### src/rtl/vga_sync_controller.sv
// VGA scan sequencer: pixel-rate clock-enable strobe, horizontal/vertical counters,
// and registered sync, blanking and frame/line strobes aligned with the coordinates.
module vga_sync_controller #(
  parameter int DIV      = 4,
  parameter int H_ACTIVE = 640,
  parameter int H_FP     = 16,
  parameter int H_SYNC   = 96,
  parameter int H_BP     = 48,
  parameter int V_ACTIVE = 480,
  parameter int V_FP     = 10,
  parameter int V_SYNC   = 2,
  parameter int V_BP     = 33,
  parameter int SYNC_POL = 0
) (
  input  logic       clk_100MHz,
  input  logic       rst_n,
  input  logic       enable,
  output logic       pix_tick,
  output logic [9:0] pixel_x,
  output logic [9:0] pixel_y,
  output logic       hsync,
  output logic       vsync,
  output logic       video_on,
  output logic       frame_start,
  output logic       line_end
);

  localparam int H_TOTAL = H_ACTIVE + H_FP + H_SYNC + H_BP;
  localparam int V_TOTAL = V_ACTIVE + V_FP + V_SYNC + V_BP;

  if (H_TOTAL > 1024 || V_TOTAL > 1024 || DIV < 1 || DIV > 16) begin : g_param_check
    $error("vga_sync_controller: illegal timing parameters");
  end

  localparam logic [3:0]  DIV_LAST     = 4'(DIV - 1);
  localparam logic [9:0]  H_LAST       = 10'(H_TOTAL - 1);
  localparam logic [9:0]  V_LAST       = 10'(V_TOTAL - 1);
  localparam logic [10:0] H_VIS        = 11'(H_ACTIVE);
  localparam logic [10:0] V_VIS        = 11'(V_ACTIVE);
  localparam logic [9:0]  H_SYNC_FIRST = 10'(H_ACTIVE + H_FP);
  localparam logic [9:0]  H_SYNC_LAST  = 10'(H_ACTIVE + H_FP + H_SYNC - 1);
  localparam logic [9:0]  V_SYNC_FIRST = 10'(V_ACTIVE + V_FP);
  localparam logic [9:0]  V_SYNC_LAST  = 10'(V_ACTIVE + V_FP + V_SYNC - 1);
  localparam logic        SYNC_ON      = 1'(SYNC_POL);
  localparam logic        SYNC_OFF     = ~SYNC_ON;

  function automatic logic sync_level(input logic [9:0] pos, input logic [9:0] first,
                                      input logic [9:0] last);
    return ((pos >= first) && (pos <= last)) ? SYNC_ON : SYNC_OFF;
  endfunction

  logic [3:0] prescale_r;
  logic       tick_r;
  logic [9:0] x_r;
  logic [9:0] y_r;
  logic       hsync_r;
  logic       vsync_r;
  logic       video_on_r;
  logic       frame_start_r;
  logic       line_end_r;

  logic       adv_s;
  logic [9:0] next_x_s;
  logic [9:0] next_y_s;

  // Next scan position; outputs are decoded from it so they match the new coordinates.
  always_comb begin
    adv_s    = enable && (prescale_r == DIV_LAST);
    next_x_s = x_r;
    next_y_s = y_r;
    if (x_r == H_LAST) begin
      next_x_s = 10'd0;
      if (y_r == V_LAST) begin
        next_y_s = 10'd0;
      end else begin
        next_y_s = y_r + 10'd1;
      end
    end else begin
      next_x_s = x_r + 10'd1;
      next_y_s = y_r;
    end
  end

  // Prescaler, counters and all registered outputs advance together on the pixel strobe.
  always_ff @(posedge clk_100MHz or negedge rst_n) begin
    if (!rst_n) begin
      prescale_r    <= 4'd0;
      tick_r        <= 1'b0;
      x_r           <= H_LAST;
      y_r           <= V_LAST;
      hsync_r       <= SYNC_OFF;
      vsync_r       <= SYNC_OFF;
      video_on_r    <= 1'b0;
      frame_start_r <= 1'b0;
      line_end_r    <= 1'b0;
    end else if (enable) begin
      tick_r <= adv_s;
      if (adv_s) begin
        prescale_r    <= 4'd0;
        x_r           <= next_x_s;
        y_r           <= next_y_s;
        hsync_r       <= sync_level(next_x_s, H_SYNC_FIRST, H_SYNC_LAST);
        vsync_r       <= sync_level(next_y_s, V_SYNC_FIRST, V_SYNC_LAST);
        video_on_r    <= ({1'b0, next_x_s} < H_VIS) && ({1'b0, next_y_s} < V_VIS);
        frame_start_r <= (next_x_s == 10'd0) && (next_y_s == 10'd0);
        line_end_r    <= (next_x_s == H_LAST);
      end else begin
        prescale_r    <= prescale_r + 4'd1;
        frame_start_r <= 1'b0;
        line_end_r    <= 1'b0;
      end
    end else begin
      tick_r        <= 1'b0;
      frame_start_r <= 1'b0;
      line_end_r    <= 1'b0;
    end
  end

  assign pix_tick    = tick_r;
  assign pixel_x     = x_r;
  assign pixel_y     = y_r;
  assign hsync       = hsync_r;
  assign vsync       = vsync_r;
  assign video_on    = video_on_r;
  assign frame_start = frame_start_r;
  assign line_end    = line_end_r;

endmodule

### config.mk
export PLATFORM = sky130hd
export DESIGN_NAME = vga_sync_controller
export DESIGN_NICKNAME = d
export VERILOG_FILES = /design/src/rtl/vga_sync_controller.sv
export SDC_FILE = /design/constraint.sdc
export NUM_CORES = 1
export LEC_CHECK = 0
export CORE_MARGIN = 2
export CORE_UTILIZATION = 40
export CTS_BUF_LIST = sky130_fd_sc_hd__clkbuf_16
export DETAILED_ROUTE_END_ITERATION = 10
export PLACE_DENSITY = 0.71
export RECOVER_POWER = 25
export SLEW_MARGIN = 20
export SYNTH_ARGS = -nofsm -noshare
export SYNTH_HDL_FRONTEND = slang
export SYNTH_SLANG_ARGS = --single-unit
### constraint.sdc
create_clock -name clk_100MHz -period 7.2 [get_ports clk_100MHz]
set_clock_uncertainty 0.1 [all_clocks]
set_input_delay 1.8 -clock clk_100MHz [delete_from_list [all_inputs] [get_ports clk_100MHz]]
set_output_delay 1.8 -clock clk_100MHz [all_outputs]
set_load 0.01 [all_outputs]
==> results of run 1 <==
[final cells by class]
class | instances | area (µm²)
clock buffer | 5 | 125.1
clock inverter | 3 | 40.04
fill | 480 | 2575
inverter | 7 | 26.28
multi-input combinational | 201 | 1269
sequential | 30 | 765.7
tap | 70 | 87.58
timing repair buffer | 29 | 284.0
[per-layer routing]
metal	vias up	part of all wire [%]	track usage, %
li1	970	-	-
met1	1002	46	26.45
met2	60	47	29.31
met3	16	4.9	3.721
met4	0	2.9	8.750
met5	-	0	0
[stage by stage]
step           cell area (µm²)  utilization (%)  total power [mW]
2_1_floorplan             2176                -            0.3344
3_3_place_gp              2436            47.10            0.3892
3_5_place_dp              2436            47.10            0.3930
4_1_cts                   2601            50.29            0.6285
5_1_grt                   2597            50.22            0.6628
6_report                  2597            50.22            0.6226
[cells by family (layout without fill, tap and decap cells)]
group	Yosys count	count (layout)	share of synthesized area, %
and+or+nand+nor	119	119	29.21
xor gates and xnor gates	14	14	5.635
DFF	30	30	35.19
muxes	3	3	1.553
adders and majority gates	6	6	3.450
buffers and inverters	30	44	6.497
AOI/OAI and AO/OA	59	59	18.46
[power by group through the flow]
stage | Clock, mW | Sequential, mW | Combinational (mW)
after floorplan | 0 | 0.233 | 0.102
after global placement | 0 | 0.249 | 0.141
after detailed placement | 0 | 0.249 | 0.144
after CTS | 0.237 | 0.247 | 0.145
after global routing | 0.248 | 0.254 | 0.161
final | 0.234 | 0.247 | 0.142
[worst reg2reg max path: stages, from the launching register on]
cell and delay, ns:
dfstp_2 0.59, ha_1 0.35, and4_1 0.44, nand4_2 0.44
a211oi_2 0.34, a31oi_1 0.07, a211oi_2 0.39, a41oi_1 0.19
[final timing paths]
kind                                             start                         to  slack [ns]  depth (start not counted)
worst max-delay path                            enable     pixel_y[8]$_DFFE_PN0P_        3.46                          7
min in group asynchronous                        rst_n         pix_tick$_DFF_PN0_        2.37                          2
worst min-delay path              video_on$_DFFE_PN0P_       video_on$_DFFE_PN0P_        0.39                          2
worst max register to register  pixel_x[1]$_DFFE_PN1P_          vsync$_DFFE_PN1P_        4.19                          7
worst min register to register    video_on$_DFFE_PN0P_       video_on$_DFFE_PN0P_        0.39                          2
max in group asynchronous                        rst_n  prescale_r[3]$_DFFE_PN0P_        3.68                          2
[cells in the mapped netlist (2+ instances only)]
library cell,count
mux2_2,3
ha_1,6
xor2_1,4
buf_4,2
nand2b_1,2
nand3b_1,2
nand4b_1,3
o211ai_1,3
inv_1,6
dfstp_2,12
and3_1,7
a31oi_1,3
nand2_1,33
dfrtp_1,18
nor4_1,2
xnor2_1,10
o31ai_1,3
nand4_1,6
buf_2,10
o22ai_1,4
nor2_1,20
a211oi_2,2
a41oi_1,2
nor2b_1,2
nor3_1,5
and4_1,5
nand3_1,18
o21ai_0,22
a22oi_1,2
a21oi_1,7
clkbuf_1,8
and2_1,5
==> flow_metrics.py, run 1 <==
metrics = {
    "power": {
        "power_density_nw_per_um2": 239.7,
        "switchingPower_mw": 0.1843,
        "ir_drop_v": 0.0001099,
        "leakage_nw": 1.002,
        "switching_share_pct": 29.60,
        "pwr-share-seq_pct": 39.6,
        "comb_power_share_pct": 22.9,
        "p_int_mw": 0.4383,
        "p_clk_share_pct": 37.5,
    },
    "clock_network": {
        "post_cts_buffers": 0,
        "cts_buffer_depth": 2,
        "cts_sinks": 30,
        "clk_latency_ns": 0.28,
        "ctsHoldBuffers": 0,
        "cts_resized": 0,
        "path_clk_slew_ns": 0.05,
        "cts_tree": "done",
        "htreeDepth": 2,
        "root_buffer": "clkbuf_16",
        "cts_buffers": 5,
    },
    "placed_design": {
        "port-buffer-count": 28,
        "numPlacedInstances": 337,
        "place_congestion": 0.9651,
        "dpl.hpwl_um": 3779,
        "post-place-ws_ns": 3.174,
    },
    "yosys": {
        "ys_seq_area_share_pct": 35.19,
        "synth_area_um2": 2176,
        "synth_edf_count": 0,
        "synth_area_per_cell_um2": 8.337,
        "syn-num-nets": 270,
        "synth_area_leaders": "dfrtp_1 (21%), dfstp_2 (14%), nand2_1 (5.7%)",
        "yosysUniqueCellTypes": 56,
        "ys.warnings.count": 0,
        "synthFlopType": "dfrtp_1",
        "synthCells": 261,
        "synth-seq-cells": 30,
        "synth_top_area_share_pct": 20.70,
        "synth_top_area_cell": "dfrtp_1",
        "async_reset_ff_share_pct": 100.0,
    },
    "critical_path": {
        "crit_required_ns": 7.25,
        "endpoint_kind": "flop",
        "crit_family": "buffers and inverters",
        "critPathKind": "input pin to flop",
        "slowest_stage": "clkinv_1",
        "crit_buf_inv": 2,
        "critPathArrivalTime_ns": 3.79,
        "path_max_fanout": 17,
        "crit_path_cell_trace": "clkdlybuf4s50_1 -> nand2_1 -> or3_1 -> clkinv_1 -> nand2_1 -> nor2_1 -> xor2_1",
        "path_common_cell": "nand2_1",
        "crit_path_start_kind": "input pin",
        "cpPeakStageDelay_ns": 0.51,
    },
    "routing": {
        "vias_per_cell": 5.936,
        "wl_per_cell_um": 15.86,
        "drtPass1Iterations": 4,
        "drt_iter0_drc": 165,
        "num_vias": 2048,
        "routed_wl_um": 5473,
        "final_antenna_net_count": 0,
        "drc_errors": 0,
    },
    "grt": {
        "grt.total_usage_pct": 19.28,
        "grt_pass1_vias": 1901,
        "grt_overflow_total": 0,
        "antenna_found_initial": 0,
        "grt_max_degree": 31,
        "grt_pass1_wl_um": 9232,
    },
    "sta": {
        "whs_ns": 0.3875,
        "fin_crit_ns": 3.744,
        "setup_tns_ns": 0,
        "maxSlewViolCount": 31,
        "hold_viol": 0,
        "fin_ws_ns": 3.456,
        "worst_pin_slew_ns": 1.625,
        "finalCritPeriodShare_pct": 52.00,
        "slew_headroom_pct": -8.328,
        "fmax_mhz": 267.1,
        "setup_viol": 0,
        "rsz0062_at_grt": "no",
    },
    "die": {
        "die-area_um2": 6046,
        "core-area_um2": 5172,
        "fp.dieH_um": 77.76,
        "die_w_um": 77.76,
        "io_pins": 29,
        "start_util_pct": 42.07,
        "num_rows": 26,
    },
    "finish": {
        "layout_commonest_cell": "nand2_1",
        "area_delta_synth_final_pct": 19.38,
        "final_cell_mix": "nand2_1 (33), clkdlybuf4s50_1 (27), o21ai_0 (22), nor2_1 (20)",
        "fin_cells": 345,
        "nNetsFinal": 283,
        "drive_above_1_share_pct": 11.27,
        "diodes": 0,
    },
    "min_path": {
        "worstHoldPathType": "flop to flop",
    },
    "status": {
        "violations": "capacitance limit, slew limit",
        "status": "finished, violations left",
    },
    "job": {
        "maxCapViolations": 1,
    },
}
No activity file was read; power rests on OpenSTA's default activity.
==> run 2, diff against run 1 <==
- PLACE_DENSITY: 0.71 -> 0.73
- clock period: 7.2 -> 3.32 ns (I/O delays scaled with it)
==> run 2 against run 1 <==
Effect of this change:
- register-to-register slack got worse by 3.5 ns
- die area did not move
- critical path depth unchanged
- final area fell by 0.19%
- largest cell class unchanged
- highest routed layer unchanged
- core utilization decreased by 0.097 points
- the flow still finishes with violations (capacitance limit, slew limit)
- critical endpoint is now vsync$_DFFE_PN1P_
- routed wire length down 0.86%
==> flow_metrics.py, run 2 (synthesized netlist as in run 1, its figures left out) <==
metrics = {
    "status": {
        "status": "finished, violations left",
        "violations": "capacitance limit, slew limit",
    },
    "finish": {
        "nNetsFinal": 286,
        "fin_cells": 348,
        "drive_above_1_share_pct": 11.51,
        "multi_input_area_um2": 1269,
        "register_area_um2": 765.7,
        "final_util_pct": 50.12,
        "diodes": 0,
        "layout_commonest_cell": "nand2_1",
        "final_cell_mix": "nand2_1 (33), clkdlybuf4s50_1 (27), o21ai_0 (22), nor2_1 (20)",
        "finalInstanceArea_um2": 2592,
        "n_fill_cell": 496,
        "area_delta_synth_final_pct": 19.15,
    },
    "critical_path": {
        "path_common_cell": "a211oi_2",
        "cpPeakStageDelay_ns": 0.51,
        "slowest_stage": "or4b_4",
        "crit_path_start_kind": "flop",
        "endpoint_kind": "flop",
        "worst-r2r-cell-count": 7,
        "crit_family": "compound AO/OA/AOI/OAI gates",
        "critPathArrivalTime_ns": 2.69,
        "crit_cells": 7,
        "critPathKind": "flop to flop",
        "path_max_fanout": 11,
        "crit_path_cell_trace": "ha_1 -> nand3_1 -> or4b_4 -> a211oi_2 -> a31oi_1 -> a211oi_2 -> a41oi_1",
        "crit_required_ns": 3.39,
        "rrSetupSlack_ns": 0.70,
        "crit_buf_inv": 0,
    },
    "sta": {
        "worst_pin_slew_ns": 1.655,
        "rsz0062_at_grt": "no",
        "hold_viol": 0,
        "fmax_mhz": 381.7,
        "finalCritPeriodShare_pct": 78.92,
        "fin_crit_ns": 2.620,
        "slew_headroom_pct": -10.35,
        "setup_tns_ns": 0,
        "setup_viol": 0,
        "fin_ws_ns": 0.6998,
        "maxSlewViolCount": 31,
    },
    "clock_network": {
        "htreeDepth": 2,
        "root_buffer": "clkbuf_16",
        "cts_resized": 0,
        "path_clk_slew_ns": 0.05,
        "cts_tree": "done",
        "cts_buffers": 5,
        "cts_buffer_depth": 2,
        "post_cts_buffers": 0,
        "cts_sinks": 30,
        "ctsHoldBuffers": 0,
        "clk_latency_ns": 0.27,
    },
    "grt": {
        "grt_pass1_vias": 1950,
        "grt_overflow_total": 0,
        "grt_max_degree": 31,
        "grt.total_usage_pct": 19.42,
        "antenna_found_initial": 0,
        "grt_pass1_wl_um": 9473,
    },
    "die": {
        "io_pins": 29,
        "fp.dieH_um": 77.76,
        "core-area_um2": 5172,
        "die-area_um2": 6046,
        "die_w_um": 77.76,
        "num_rows": 26,
        "start_util_pct": 42.07,
    },
    "placed_design": {
        "post-place-ws_ns": 0.4524,
        "place_congestion": 1.009,
        "dpl.hpwl_um": 3769,
        "post_dp_cell_area_um2": 2459,
        "port-buffer-count": 28,
        "numPlacedInstances": 340,
    },
    "job": {
        "maxCapViolations": 1,
    },
    "routing": {
        "num_vias": 2032,
        "routed_wl_um": 5426,
        "vias_per_cell": 5.839,
        "final_antenna_net_count": 0,
        "drt_iter0_drc": 242,
        "wl_per_cell_um": 15.59,
        "drc_errors": 0,
        "drtPass1Iterations": 4,
    },
    "power": {
        "leakage_nw": 1.006,
        "ir_drop_v": 0.0003528,
        "power_density_nw_per_um2": 493.0,
    },
    "min_path": {
        "worstHoldPathType": "flop to flop",
        "whs_path_depth": 2,
    },
}
-- run 2: cell types whose count changed in the layout (fill, tap and decap cells not counted) --
| cell | previous run | this run |
|---|---|---|
| bufinv_16 | 1 | 0 |
| inv_1 | 6 | 7 |
| buf_4 | 0 | 3 |
| clkinv_1 | 1 | 2 |
| clkinv_2 | 2 | 1 |
-- run 2: final cells by class --
cell class / count / area share, %
clock buffers: 5 / 4.826
clock inverters: 3 / 0.4826
inverters: 7 / 1.014
multi-input cells: 201 / 48.94
flip-flops and latches: 30 / 29.54
well taps: 70 / 3.378
repair buffers: 32 / 11.82
-- run 2: power breakdown --
| part | switching [mW] | internal (mW) | total, mW |
|---|---|---|---|
| sequential | 0.0908 | 0.444 | 0.535 |
| clock | 0.152 | 0.270 | 0.422 |
| combinational | 0.157 | 0.164 | 0.321 |
| total | 0.400 | 0.878 | 1.28 |
-- run 2: worst register-to-register path: cells and delay by family, from the launching register on --
family                   cells  cell delay, ns
AO/OA/AOI/OAI                4            0.82
flip-flops                   1            0.48
AND/OR/NAND/NOR              2            0.67
adder cells (fa/ha/maj)      1            0.46
-- run 2: final timing paths --
check                                        from                endpoint
max reg2reg                pixel_y[1]$_DFFE_PN0P_       vsync$_DFFE_PN1P_
max in group asynchronous                   rst_n    video_on$_DFFE_PN0P_
min                          video_on$_DFFE_PN0P_    video_on$_DFFE_PN0P_
min in group asynchronous                   rst_n  pixel_y[7]$_DFFE_PN0P_
min reg2reg                  video_on$_DFFE_PN0P_    video_on$_DFFE_PN0P_
max                        pixel_y[1]$_DFFE_PN0P_       vsync$_DFFE_PN1P_
-- run 2: routing by layer --
layer	vias to the layer above	track usage, %	wire length (µm)
li1	973	-	-
met2	89	29.14	2472
met4	0	5.893	48
met1	966	28.49	2488
met5	-	0	0
met3	4	3.256	416
-- run 2: through the flow --
stage | hold slack, ns | total power, mW
2_1_floorplan | 0.3617 | 0.7251
3_3_place_gp | 0.3849 | 0.8516
3_5_place_dp | 0.3787 | 0.8614
4_1_cts | 0.4004 | 1.290
5_1_grt | 0.4326 | 1.366
6_report | 0.3925 | 1.278
==> run 3, diff against run 2 <==
- clock period: 3.32 -> 2.2 ns (I/O delays scaled with it)
==> run 3 against run 2 <==
Effect of this change:
- non-clock buffer count up 46
- the run ends with setup timing left
- clock-buffer cell count unchanged
- fmax up 19%
- via count up 12%
- setup slack worse by 0.71 ns
- clock power up 81%
- final area up 19%
- register-to-register slack worse by 0.71 ns
- highest routed layer unchanged
- sequential cell count unchanged
==> flow_metrics.py, run 3 (synthesized netlist as in run 1, its figures left out) <==
metrics = {
    "sta": {
        "fmax_mhz": 452.7,
        "finalCritPeriodShare_pct": 100.4,
        "worst_pin_slew_ns": 0.7785,
        "slew_headroom_pct": 48.10,
        "fin_crit_ns": 2.209,
        "setup_viol": 1,
        "rsz0062_at_grt": "yes",
        "setup_tns_ns": -0.008997,
        "fin_ws_ns": -0.008997,
        "whs_ns": 0.3939,
        "maxSlewViolCount": 0,
        "hold_viol": 0,
    },
    "finish": {
        "register_area_um2": 765.7,
        "drive_above_1_share_pct": 28.09,
        "diodes": 0,
        "n_fill_cell": 456,
        "area_delta_synth_final_pct": 41.35,
        "nNetsFinal": 332,
        "fin_cells": 394,
        "layout_commonest_cell": "buf_4",
        "final_cell_mix": "buf_4 (46), nand2_1 (33), clkdlybuf4s50_1 (23), o21ai_0 (22), nor2_1 (19)",
        "final_util_pct": 59.46,
        "multi_input_area_um2": 1355,
    },
    "routing": {
        "num_vias": 2282,
        "routed_wl_um": 6438,
        "vias_per_cell": 5.792,
        "drc_errors": 0,
        "drt_iter0_drc": 290,
        "drtPass1Iterations": 4,
        "wl_per_cell_um": 16.34,
        "final_antenna_net_count": 0,
    },
    "clock_network": {
        "cts_tree": "done",
        "path_clk_slew_ns": 0.05,
        "htreeDepth": 2,
        "cts_buffers": 5,
        "ctsHoldBuffers": 0,
        "root_buffer": "clkbuf_16",
        "clk_latency_ns": 0.28,
        "cts_sinks": 30,
        "cts_buffer_depth": 2,
    },
    "critical_path": {
        "critPathArrivalTime_ns": 2.29,
        "rrSetupSlack_ns": -0.009,
        "slowest_stage": "dfstp_2",
        "crit_path_start_kind": "flop",
        "r2r-start": "pixel_x[0]$_DFFE_PN1P_",
        "crit_required_ns": 2.28,
        "cpPeakStageDelay_ns": 0.55,
        "rr_endpoint": "video_on$_DFFE_PN0P_",
        "crit_start": "pixel_x[0]$_DFFE_PN1P_",
        "crit_buf_inv": 0,
        "crit_path_cell_trace": "ha_4 -> and4_4 -> nand4_4 -> a211o_1 -> a31oi_1 -> a211oi_2 -> o41ai_2",
        "crit_family": "compound AO/OA/AOI/OAI gates",
        "endpoint_kind": "flop",
        "path_max_fanout": 6,
        "worst-r2r-cell-count": 7,
        "critPathKind": "flop to flop",
    },
    "grt": {
        "grt_pass1_wl_um": 10450,
        "grt.total_usage_pct": 21.67,
        "grt_max_degree": 31,
        "grt_overflow_total": 0,
        "antenna_found_initial": 0,
        "grt_pass1_vias": 2115,
    },
    "power": {
        "leakage_nw": 1.318,
        "total_power_mw": 2.192,
        "ir_drop_v": 0.0006108,
        "power_density_nw_per_um2": 712.8,
    },
    "placed_design": {
        "numPlacedInstances": 381,
        "place_congestion": 0.9451,
        "port-buffer-count": 28,
        "dpl.hpwl_um": 4386,
    },
    "die": {
        "die-area_um2": 6046,
        "start_util_pct": 42.07,
        "io_pins": 29,
        "core-area_um2": 5172,
        "fp.dieH_um": 77.76,
        "die_w_um": 77.76,
        "num_rows": 26,
    },
    "status": {
        "status": "finished, violations left",
        "violations": "setup timing",
    },
    "min_path": {
        "worstHoldPathType": "flop to flop",
        "whs_endpoint": "video_on$_DFFE_PN0P_",
        "min_from": "video_on$_DFFE_PN0P_",
        "whs_path_depth": 2,
    },
    "job": {
        "maxCapViolations": 0,
    },
}
==> run 3: changes by cell type in the layout (fill, tap and decap cells not counted), moves of 2 or more <==
cell             delta
dlymetal6s2s_1      +4
buf_6               +3
nor2_4              +2
clkdlybuf4s50_1     -4
buf_4              +43
==> run 3: how the worst max path moves through the flow <==
stage / to / slack [ns] / cells after the start
floorplan: video_on$_DFFE_PN0P_ / 0.003 / 10
detailed placement: line_end$_DFF_PN0_ / -0.23 / 6
finish: video_on$_DFFE_PN0P_ / -0.009 / 7
CTS: pixel_x[3] / 0.005 / 2
global placement: line_end$_DFF_PN0_ / -0.20 / 6
global route: video_on$_DFFE_PN0P_ / -0.11 / 7
==> run 3: final cells by class <==
| cell class | count | share of cell area (%) |
|---|---|---|
| Clock inverter | 3 | 1.221 |
| Timing Repair Buffer | 78 | 21.93 |
| Multi-Input combinational cell | 201 | 44.06 |
| Sequential cell | 30 | 24.90 |
| Inverter | 7 | 0.9764 |
| Clock buffer | 5 | 4.068 |
| Tap cell | 70 | 2.848 |
==> run 3: per-layer routing <==
metal	wire length, µm	part of all wire [%]	global-route usage (%)	vias to the layer above
li1	-	-	-	1066
met1	2735	42	29.02	1106
met2	3153	49	34.31	84
met3	326	5.1	4.535	26
met4	221	3.4	8.214	0
met5	0	0	0	-
==> run 3: power by group <==
group          total [mW]  switching (mW)  internal, mW
combinational       0.669           0.334         0.335
clock               0.764           0.239         0.525
sequential          0.760          0.0917         0.668
==> run 3: repair_timing <==
action	CTS	global route
pin swaps	5	2
setup buffers	3	2
setup endpoints to repair	4	16
cloned	0	0
gates resized for setup	4	16
==> run 3: worst reg2reg max path, stage by stage (launching register included) <==
cell and delay, ns:
dfstp_2 0.55, ha_4 0.14, and4_4 0.24, nand4_4 0.18, a211o_1 0.31, a31oi_1 0.22
a211oi_2 0.09, o41ai_2 0.27
==> run 3: per-stage QoR <==
stage               setup slack [ns]  cell area (µm²)
floorplan                   0.003003             2221
global placement             -0.1956             2795
detailed placement           -0.2349             2795
CTS                         0.005105             2994
global route                 -0.1138             3075
finish                     -0.008997             3075
